### config.mk
export PLATFORM = sky130hd
export DESIGN_NAME = encode_loader
export DESIGN_NICKNAME = d
export VERILOG_FILES = /design/src/rtl/encode_loader.sv
export SDC_FILE = /design/constraint.sdc
export NUM_CORES = 1
export LEC_CHECK = 0
export ABC_AREA = 1
export CAP_MARGIN = 20
export CORE_MARGIN = 1.5
export CORE_UTILIZATION = 53
export DETAILED_ROUTE_END_ITERATION = 12
export GPL_TIMING_DRIVEN = 0
export PLACE_DENSITY_LB_ADDON = 0.25
export SETUP_SLACK_MARGIN = 0.5
export SLEW_MARGIN = 10
export SYNTH_ARGS = -nofsm -noshare
export SYNTH_HDL_FRONTEND = slang
export SYNTH_SLANG_ARGS = --single-unit
### constraint.sdc
create_clock -name clk -period 3.6 [get_ports clk]
set_input_delay 0.72 -clock clk [delete_from_list [all_inputs] [get_ports clk]]
set_output_delay 0.72 -clock clk [all_outputs]
set_load 0.05 [all_outputs]
### src/rtl/encode_loader.sv
// encode_loader: packs RV32I instruction field tuples into 32-bit words, queues them in a small
// FIFO and streams them into an instruction memory at consecutive word addresses.
//
// Ports
//   clk        : clock, all state on rising edge
//   reset      : asynchronous active-high reset
//   clr        : synchronous flush of FIFO, address counter and flags
//   in_valid   : field tuple valid
//   in_ready   : tuple accepted when in_valid && in_ready
//   fmt        : 0=R 1=I 2=S 3=B 4=U 5=J, 6/7 illegal (accepted, dropped, err pulse)
//   opcode, rd, funct3, rs1, rs2, funct7, imm : instruction fields
//   mem_we, mem_addr, mem_wdata : memory write port, held stable while mem_ready is low
//   mem_ready  : memory accepts the write this cycle
//   err        : one-cycle pulse after an illegal fmt was accepted
//   wrap       : sticky, set by the write to the last address
//   count      : words written since clr/reset, saturating at 2^ADDR_W
module encode_loader #(
  parameter int unsigned ADDR_W = 10,
  parameter int unsigned DEPTH  = 4
) (
  input  logic              clk,
  input  logic              reset,
  input  logic              clr,
  input  logic              in_valid,
  output logic              in_ready,
  input  logic [2:0]        fmt,
  input  logic [6:0]        opcode,
  input  logic [4:0]        rd,
  input  logic [2:0]        funct3,
  input  logic [4:0]        rs1,
  input  logic [4:0]        rs2,
  input  logic [6:0]        funct7,
  input  logic [31:0]       imm,
  output logic              mem_we,
  output logic [ADDR_W-1:0] mem_addr,
  output logic [31:0]       mem_wdata,
  input  logic              mem_ready,
  output logic              err,
  output logic              wrap,
  output logic [ADDR_W:0]   count
);

  localparam int unsigned PtrW = (DEPTH > 1) ? $clog2(DEPTH) : 1;
  localparam logic [PtrW:0]   FillFull = (PtrW + 1)'(DEPTH);
  localparam logic [ADDR_W:0] CountMax = {1'b1, {ADDR_W{1'b0}}};

  typedef enum logic [2:0] {
    FmtR = 3'd0,
    FmtI = 3'd1,
    FmtS = 3'd2,
    FmtB = 3'd3,
    FmtU = 3'd4,
    FmtJ = 3'd5
  } fmt_e;

  // Encoder
  logic [31:0] enc_word;
  logic        enc_legal;

  always_comb begin
    enc_word  = 32'h0;
    enc_legal = 1'b1;
    case (fmt)
      FmtR:    enc_word = {funct7, rs2, rs1, funct3, rd, opcode};
      FmtI:    enc_word = {imm[11:0], rs1, funct3, rd, opcode};
      FmtS:    enc_word = {imm[11:5], rs2, rs1, funct3, imm[4:0], opcode};
      FmtB:    enc_word = {imm[12], imm[10:5], rs2, rs1, funct3, imm[4:1], imm[11], opcode};
      FmtU:    enc_word = {imm[31:12], rd, opcode};
      FmtJ:    enc_word = {imm[20], imm[10:1], imm[11], imm[19:12], rd, opcode};
      default: enc_legal = 1'b0;
    endcase
  end

  // FIFO state
  logic [31:0]     fifo_mem [DEPTH];
  logic [PtrW-1:0] wr_ptr_q, wr_ptr_d;
  logic [PtrW-1:0] rd_ptr_q, rd_ptr_d;
  logic [PtrW:0]   fill_q, fill_d;

  // Memory-side state
  logic [ADDR_W-1:0] addr_q, addr_d;
  logic [ADDR_W:0]   count_q, count_d;
  logic              wrap_q, wrap_d;
  logic              err_q, err_d;

  logic full, empty, accept, push, pop;

  assign full   = (fill_q == FillFull);
  assign empty  = (fill_q == '0);
  assign in_ready = !full && !clr;
  assign accept = in_valid && in_ready;
  assign push   = accept && enc_legal;
  // The head word only becomes visible after it is registered, so an empty FIFO never bypasses.
  assign pop    = !empty && mem_ready;

  always_comb begin
    wr_ptr_d = wr_ptr_q;
    rd_ptr_d = rd_ptr_q;
    fill_d   = fill_q;
    addr_d   = addr_q;
    count_d  = count_q;
    wrap_d   = wrap_q;
    err_d    = 1'b0;
    if (clr) begin
      wr_ptr_d = '0;
      rd_ptr_d = '0;
      fill_d   = '0;
      addr_d   = '0;
      count_d  = '0;
      wrap_d   = 1'b0;
    end else begin
      err_d = accept && !enc_legal;
      if (push) begin
        wr_ptr_d = wr_ptr_q + 1'b1;
      end
      if (pop) begin
        rd_ptr_d = rd_ptr_q + 1'b1;
        addr_d   = addr_q + 1'b1;
        if (&addr_q) begin
          wrap_d = 1'b1;
        end
        if (count_q != CountMax) begin
          count_d = count_q + 1'b1;
        end
      end
      case ({push, pop})
        2'b10:   fill_d = fill_q + 1'b1;
        2'b01:   fill_d = fill_q - 1'b1;
        default: fill_d = fill_q;
      endcase
    end
  end

  always_ff @(posedge clk or posedge reset) begin
    if (reset) begin
      wr_ptr_q <= '0;
      rd_ptr_q <= '0;
      fill_q   <= '0;
      addr_q   <= '0;
      count_q  <= '0;
      wrap_q   <= 1'b0;
      err_q    <= 1'b0;
    end else begin
      wr_ptr_q <= wr_ptr_d;
      rd_ptr_q <= rd_ptr_d;
      fill_q   <= fill_d;
      addr_q   <= addr_d;
      count_q  <= count_d;
      wrap_q   <= wrap_d;
      err_q    <= err_d;
    end
  end

  // Storage needs no reset: validity is tracked entirely by the pointers and fill level.
  always_ff @(posedge clk) begin
    if (push && !clr) begin
      fifo_mem[wr_ptr_q] <= enc_word;
    end
  end

  assign mem_we    = !empty;
  assign mem_wdata = fifo_mem[rd_ptr_q];
  assign mem_addr  = addr_q;
  assign count     = count_q;
  assign wrap      = wrap_q;
  assign err       = err_q;

endmodule

==> flow_summary.yaml, run 1 <==
global_route:
  grt_max_degree: 21
  grt_pass1_vias: 5751
  grt_pass1_wl_um: 29300
  grt.overflow.total: 0
  grtUsageTotal_pct: 27.2
  antenna_found_initial: 0
status:
  status: "completed"
synthesis:
  seq_area_frac_synth_pct: 64.3
  synth_nets: 761
  syn_area_um2: 7140
  synthCells: 681
  ys_types: 37
  ys_ff_latch: 158
  avgSynthCellArea_um2: 10.5
  ys_warn_count: 0
floorplanning:
  initial_core_util_pct: 54.2
  core_area_um2: 13200
  die_x_um: 119
  die_area_um2: 14200
  die_h_um: 119
  num_io_pins: 129
  rows: 42
setup_path:
  required_ns: 2.88
  worstSetupStartpointType: "flop"
  critical_path_class: "flop to primary output"
  cpMaxStageDelayCell: "clkdlybuf4s15_2"
  worst_ep_arrival_time_ns: 2.26
  cp_max_fo: 10
  critPathMaxStageDelay_ns: 0.42
  path_cells: "buf_4 > inv_2 > clkbuf_1 > nor2_1 > o22ai_1 > clkdlybuf4s15_2"
  crit_path_end_kind: "primary output"
sta:
  setup_violations: 0
  hold_violations: 0
  max_slew_margin_pct: 58.6
  clock_skew_ns: 0.00645
  worstMarginPinSlew_ns: 0.620
  timing.final.max_slew_violations: 0
  max_freq_ghz: 0.336
  rsz0062_at_grt: "true"
  period_share_pct: 82.7
  min_period_ns: 2.98
job:
  max_cap_viol_count: 0
layout:
  antennaDiodeCount: 0
  layout-drive-gt1-share_pct: 12.4
  syn2layout_area_growth_pct: 31.9
  nets: 912
  fin_cells: 1021
  fill_cells: 918
  fin_util_pct: 71.4
detailed_routing:
  wl_um: 18500
  num_vias: 5780
  highest-signal-layer: "met4"
  via_per_inst: 5.66
  ant_nets: 0
  wl_met1_um: 7440
  post_drt_wl_per_cell_um: 18.1
  wl_met2_um: 9410
  route.detailed.drc: 0
  wl_met3_um: 1210
  detail_route.iter0.violations: 656
  dr.pass1.iters: 9
place:
  port_buffers: 127
  place_congestion: 0.868
  dpl.cell_count: 989
  dpl.hpwl_um: 12600
cts:
  clk_latency_ns: 0.43
  clk_root_buffer_cell: "clkbuf_16"
  cts-buffers-inserted: 17
  clockBufferDepth: 2
  hold_buffers: 0
  clock-sinks: 158
  cts_tree: "built"
  clk_pin_slew_ns: 0.06
  h-tree-depth: 4
power:
  switching_share_pct: 31.1
  power_frac_comb_pct: 24.1
  p_int_mw: 3.58
  vdd_drop_max_v: 0.000382
  net-switching-power_mw: 1.62
  leakagePower_nw: 3.55
  p_clk_share_pct: 35.7
  p_total_mw: 5.20
  p_per_area_nw_per_um2: 552
  power_frac_seq_pct: 40.3
hold_path:
  hold_path_class: "flop to flop"
[cells by family after synthesis]
| kind of cell | share of synthesized area (%) |
|---|---|
| buf+inv | 4.68 |
| compound gates | 10.5 |
| simple gates | 18.1 |
| xor+xnor | 0.858 |
| fa+ha+maj | 1.51 |
| flops | 64.3 |
[power by group through the flow]
stage	Combinational [mW]	Clock, mW	Sequential (mW)
6_report	1.25	1.86	2.09
5_1_grt	1.33	1.94	2.10
4_1_cts	1.25	1.86	2.09
3_5_place_dp	1.28	0	2.13
3_3_place_gp	1.23	0	2.13
2_1_floorplan	0.759	0	2.16
[critical path: cells and delay by family (launching register included)]
| kind | cells | cell delay (ns) |
|---|---|---|
| flops | 1 | 0.40 |
| compound gates | 1 | 0.31 |
| simple gates | 1 | 0.09 |
| buf+inv | 4 | 1.03 |
[sequential cells by signal, summed over array words and instances, names as in the netlist]
signal	cells
count	11
err	1
fifo_mem	128
fill_q	3
mem_addr	10
rd_ptr_q	2
wr_ptr_q	2
wrap	1
[cell usage after synthesis]
library cell,n,area share (%)
inv_2,5,0.26
nand2_1,120,6.3
xnor2_1,1,0.12
and3_1,1,0.088
nor3_2,1,0.14
o21ai_1,2,0.14
o21ai_2,4,0.49
nand2_8,2,0.56
xor2_1,6,0.74
o22ai_1,32,2.8
buf_6,1,0.16
o21ai_0,82,5.7
buf_2,9,0.63
buf_1,1,0.052
o211ai_1,4,0.42
a21oi_1,6,0.42
nor2_4,1,0.16
ha_1,7,1.2
nor2_1,106,5.6
inv_8,1,0.16
buf_4,2,0.21
inv_1,46,2.4
nand3_2,1,0.14
nand4_1,12,1.1
dfrtp_1,30,11
edfxtp_1,128,54
nand3_1,37,2.6
o31ai_1,2,0.21
nand3b_1,1,0.11
clkbuf_1,15,0.79
nor3_1,3,0.21
o21bai_1,2,0.21
nand2_4,4,0.63
nand4_4,1,0.30
a211oi_1,1,0.11
nor2_2,3,0.26
fa_1,1,0.28
[stage by stage]
stage / TNS, ns / setup slack [ns] / hold WS [ns] / cell area, µm²
CTS: 0 / 0.363 / 0.496 / 9440
global placement: -112.47 / -0.930 / 0.478 / 8640
detailed placement: 0 / 0.422 / 0.483 / 8800
floorplan: 0 / 0.632 / 0.557 / 7140
finish: 0 / 0.622 / 0.489 / 9420
global route: 0 / 0.487 / 0.519 / 9420
[repair_timing]
action,CTS,global route
pin swaps,0,0
endpoints found under the setup margin,33,29
setup buffers,0,0
resized for setup,88,17
[cell usage in the layout, fill, tap and decap left out, types with 5 or more instances in the layout]
| cell | synthesis | layout |
|---|---|---|
| xor2_1 | 6 | 6 |
| inv_2 | 5 | 5 |
| buf_16 | 0 | 5 |
| clkdlybuf4s50_1 | 0 | 94 |
| clkbuf_2 | 0 | 9 |
| buf_2 | 9 | 9 |
| a21oi_1 | 6 | 6 |
| clkbuf_1 | 15 | 13 |
| nand4_1 | 12 | 12 |
| nand3_1 | 37 | 37 |
| nand2_1 | 120 | 120 |
| clkbuf_16 | 0 | 17 |
| o21ai_0 | 82 | 82 |
| dfrtp_1 | 30 | 30 |
| ha_1 | 7 | 7 |
| nor2_4 | 1 | 5 |
| edfxtp_1 | 128 | 128 |
| o22ai_1 | 32 | 32 |
| clkdlybuf4s15_2 | 0 | 27 |
| nor2_1 | 106 | 102 |
| inv_1 | 46 | 46 |
[area by class of cell]
class	count	area [µm²]	share of cell area (%)
sequential	158	4590	48.8
multi-input combinational	443	2250	23.8
timing repair buffer	132	1420	15.0
clock buffer	20	437	4.64
tap	176	220	2.34
inverter	52	203	2.15
clock inverter	12	168	1.78
buffer	28	136	1.45
[per-layer routing]
layer | GRT usage [%] | vias to the layer above
met2 | 45.3 | 259
met5 | 0 | -
met1 | 34.7 | 2820
met4 | 11.2 | 0
li1 | - | 2674
met3 | 5.84 | 27
[path summary, 6_finish.rpt]
kind                                               from                      end  slack, ns  cells past startpoint
worst min-delay path                   wrap$_DFFE_PP0P_         wrap$_DFFE_PP0P_       0.49                      2
worst min register to register         wrap$_DFFE_PP0P_         wrap$_DFFE_PP0P_       0.49                      2
worst max-delay path            rd_ptr_q[0]$_DFFE_PP0P_            mem_wdata[31]       0.62                      6
min in group asynchronous                         reset  mem_addr[9]$_DFFE_PP0P_       0.67                      2
worst max register to register    fill_q[0]$_DFFE_PP0P_    fill_q[2]$_DFFE_PP0P_       1.46                     11
max in group asynchronous                         reset            err$_DFF_PP0_       2.42                      3
Power figures use the tool's default switching activity.
==> run 2, diff against run 1 <==
Clock period 3.6 ns to 2.91 ns, I/O delays scaled along.
==> run 2 against run 1 <==
Utilization increased by 2.1 points; design area rose by 3.0%; die area stayed put; wire length is 3.5% higher; non-clock buffer count up 9; critical path type unchanged; critical endpoint is now mem_wdata[7].
==> flow_summary.yaml, run 2 (synthesized netlist as in run 1, its figures left out) <==
sta:
  max_slew_margin_pct: 58.7
  timing.final.max_slew_violations: 0
  setup_violations: 0
  hold_violations: 0
  min_period_ns: 2.44
  holdWs_ns: 0.492
  clock_skew_ns: 0.00902
  max_freq_ghz: 0.411
  period_share_pct: 83.7
  worstMarginPinSlew_ns: 0.619
  rsz0062_at_grt: "true"
detailed_routing:
  wl_um: 19100
  post_drt_wl_per_cell_um: 18.6
  num_vias: 5890
  detail_route.iter0.violations: 685
  ant_nets: 0
  via_per_inst: 5.72
  dr.pass1.iters: 6
  route.detailed.drc: 0
floorplanning:
  core_area_um2: 13200
  num_io_pins: 129
  die_area_um2: 14200
  die_x_um: 119
  rows: 42
  die_h_um: 119
  initial_core_util_pct: 54.2
place:
  dpl.cell_count: 989
  port_buffers: 127
  post_dp_cell_area_um2: 8800
  dpl.hpwl_um: 12600
  place_congestion: 0.868
layout:
  syn2layout_area_growth_pct: 35.8
  largest_reg_flops: 128
  fin_util_pct: 73.6
  final_common_cell: "edfxtp_1"
  largest-register: "fifo_mem"
  design_area_um2: 9700
  most-common-layout-cells: "128 x edfxtp_1, 120 x nand2_1, 94 x nor2_1"
  nets: 921
  antennaDiodeCount: 0
  fin_cells: 1030
  layout-drive-gt1-share_pct: 17.4
status:
  status: "completed"
cts:
  clk_latency_ns: 0.43
  hold_buffers: 0
  cts-buffers-inserted: 17
  clk_root_buffer_cell: "clkbuf_16"
  clockBufferDepth: 2
  clock-sinks: 158
  clk_pin_slew_ns: 0.06
  cts_tree: "built"
  h-tree-depth: 4
global_route:
  grt_pass1_wl_um: 29700
  grt.overflow.total: 0
  antenna_found_initial: 0
  grtUsageTotal_pct: 27.6
  grt_max_degree: 21
  grt_pass1_vias: 5849
power:
  leakagePower_nw: 3.73
  p_per_area_nw_per_um2: 686
  p_total_mw: 6.66
  vdd_drop_max_v: 0.000458
hold_path:
  hold_path_class: "flop to flop"
setup_path:
  worstSetupStartpointType: "flop"
  critical_path_class: "flop to primary output"
  worst_ep_arrival_time_ns: 1.85
  cp_max_fo: 10
  required_ns: 2.33
  crit_path_end_kind: "primary output"
job:
  max_cap_viol_count: 0
[run 2: layout make-up]
class | count | area (µm²)
Inverter | 52 | 208
Fill cell | 888 | 3490
Timing Repair Buffer | 141 | 1470
Tap cell | 176 | 220
Sequential cell | 158 | 4600
Multi-Input combinational cell | 443 | 2370
Clock inverter | 12 | 168
Buffer | 28 | 240
Clock buffer | 20 | 437
[run 2: per-layer routing]
| layer | track usage [%] | vias up | wire, µm |
|---|---|---|---|
| met5 | 0 | - | 0 |
| met4 | 11.4 | 0 | 370 |
| met3 | 5.80 | 31 | 1320 |
| met2 | 46.4 | 292 | 9770 |
| met1 | 35.1 | 2865 | 7650 |
| li1 | - | 2702 | - |
[run 2: stage by stage]
| stage | setup TNS, ns | setup slack, ns |
|---|---|---|
| 2_1_floorplan | 0 | 0.0800 |
| 3_3_place_gp | -183.12 | -1.48 |
| 3_5_place_dp | -0.0174 | -0.0174 |
| 4_1_cts | 0 | 0.458 |
| 5_1_grt | 0 | 0.424 |
| 6_report | 0 | 0.474 |
[run 2: what timing repair did]
item,4_1_cts,5_1_grt
setup endpoints to repair,34,34
setup buffers,7,1
gates cloned,1,0
pin swaps,9,9
gates resized for setup,246,53
[run 2: worst paths after layout]
| kind | end | startpoint | slack, ns | depth (start not counted) |
|---|---|---|---|---|
| setup / recovery | mem_wdata[7] | rd_ptr_q[0]$_DFFE_PP0P_ | 0.47 | 7 |
| hold / removal | wrap$_DFFE_PP0P_ | wrap$_DFFE_PP0P_ | 0.49 | 2 |
| setup reg to reg | fill_q[2]$_DFFE_PP0P_ | fill_q[0]$_DFFE_PP0P_ | 0.84 | 13 |
| hold reg to reg | wrap$_DFFE_PP0P_ | wrap$_DFFE_PP0P_ | 0.49 | 2 |
| max in group asynchronous | rd_ptr_q[1]$_DFFE_PP0P_ | reset | 1.85 | 3 |
| min in group asynchronous | mem_addr[9]$_DFFE_PP0P_ | reset | 0.53 | 2 |
[run 2: power breakdown]
part / internal (mW) / leakage, nW / switching (mW)
Combinational: 0.619 / 1.86 / 1.15
Sequential: 2.54 / 1.58 / 0.0514
Clock: 1.43 / 0.285 / 0.870
Total: 4.59 / 3.73 / 2.07
[run 2: critical path, cell delays in order, from the launching register on]
cell and delay (ns):
dfrtp_1 0.41, buf_6 0.14, inv_4 0.06, buf_12 0.14, buf_8 0.13, o21ai_0 0.10, o22ai_1 0.20, buf_4 0.24
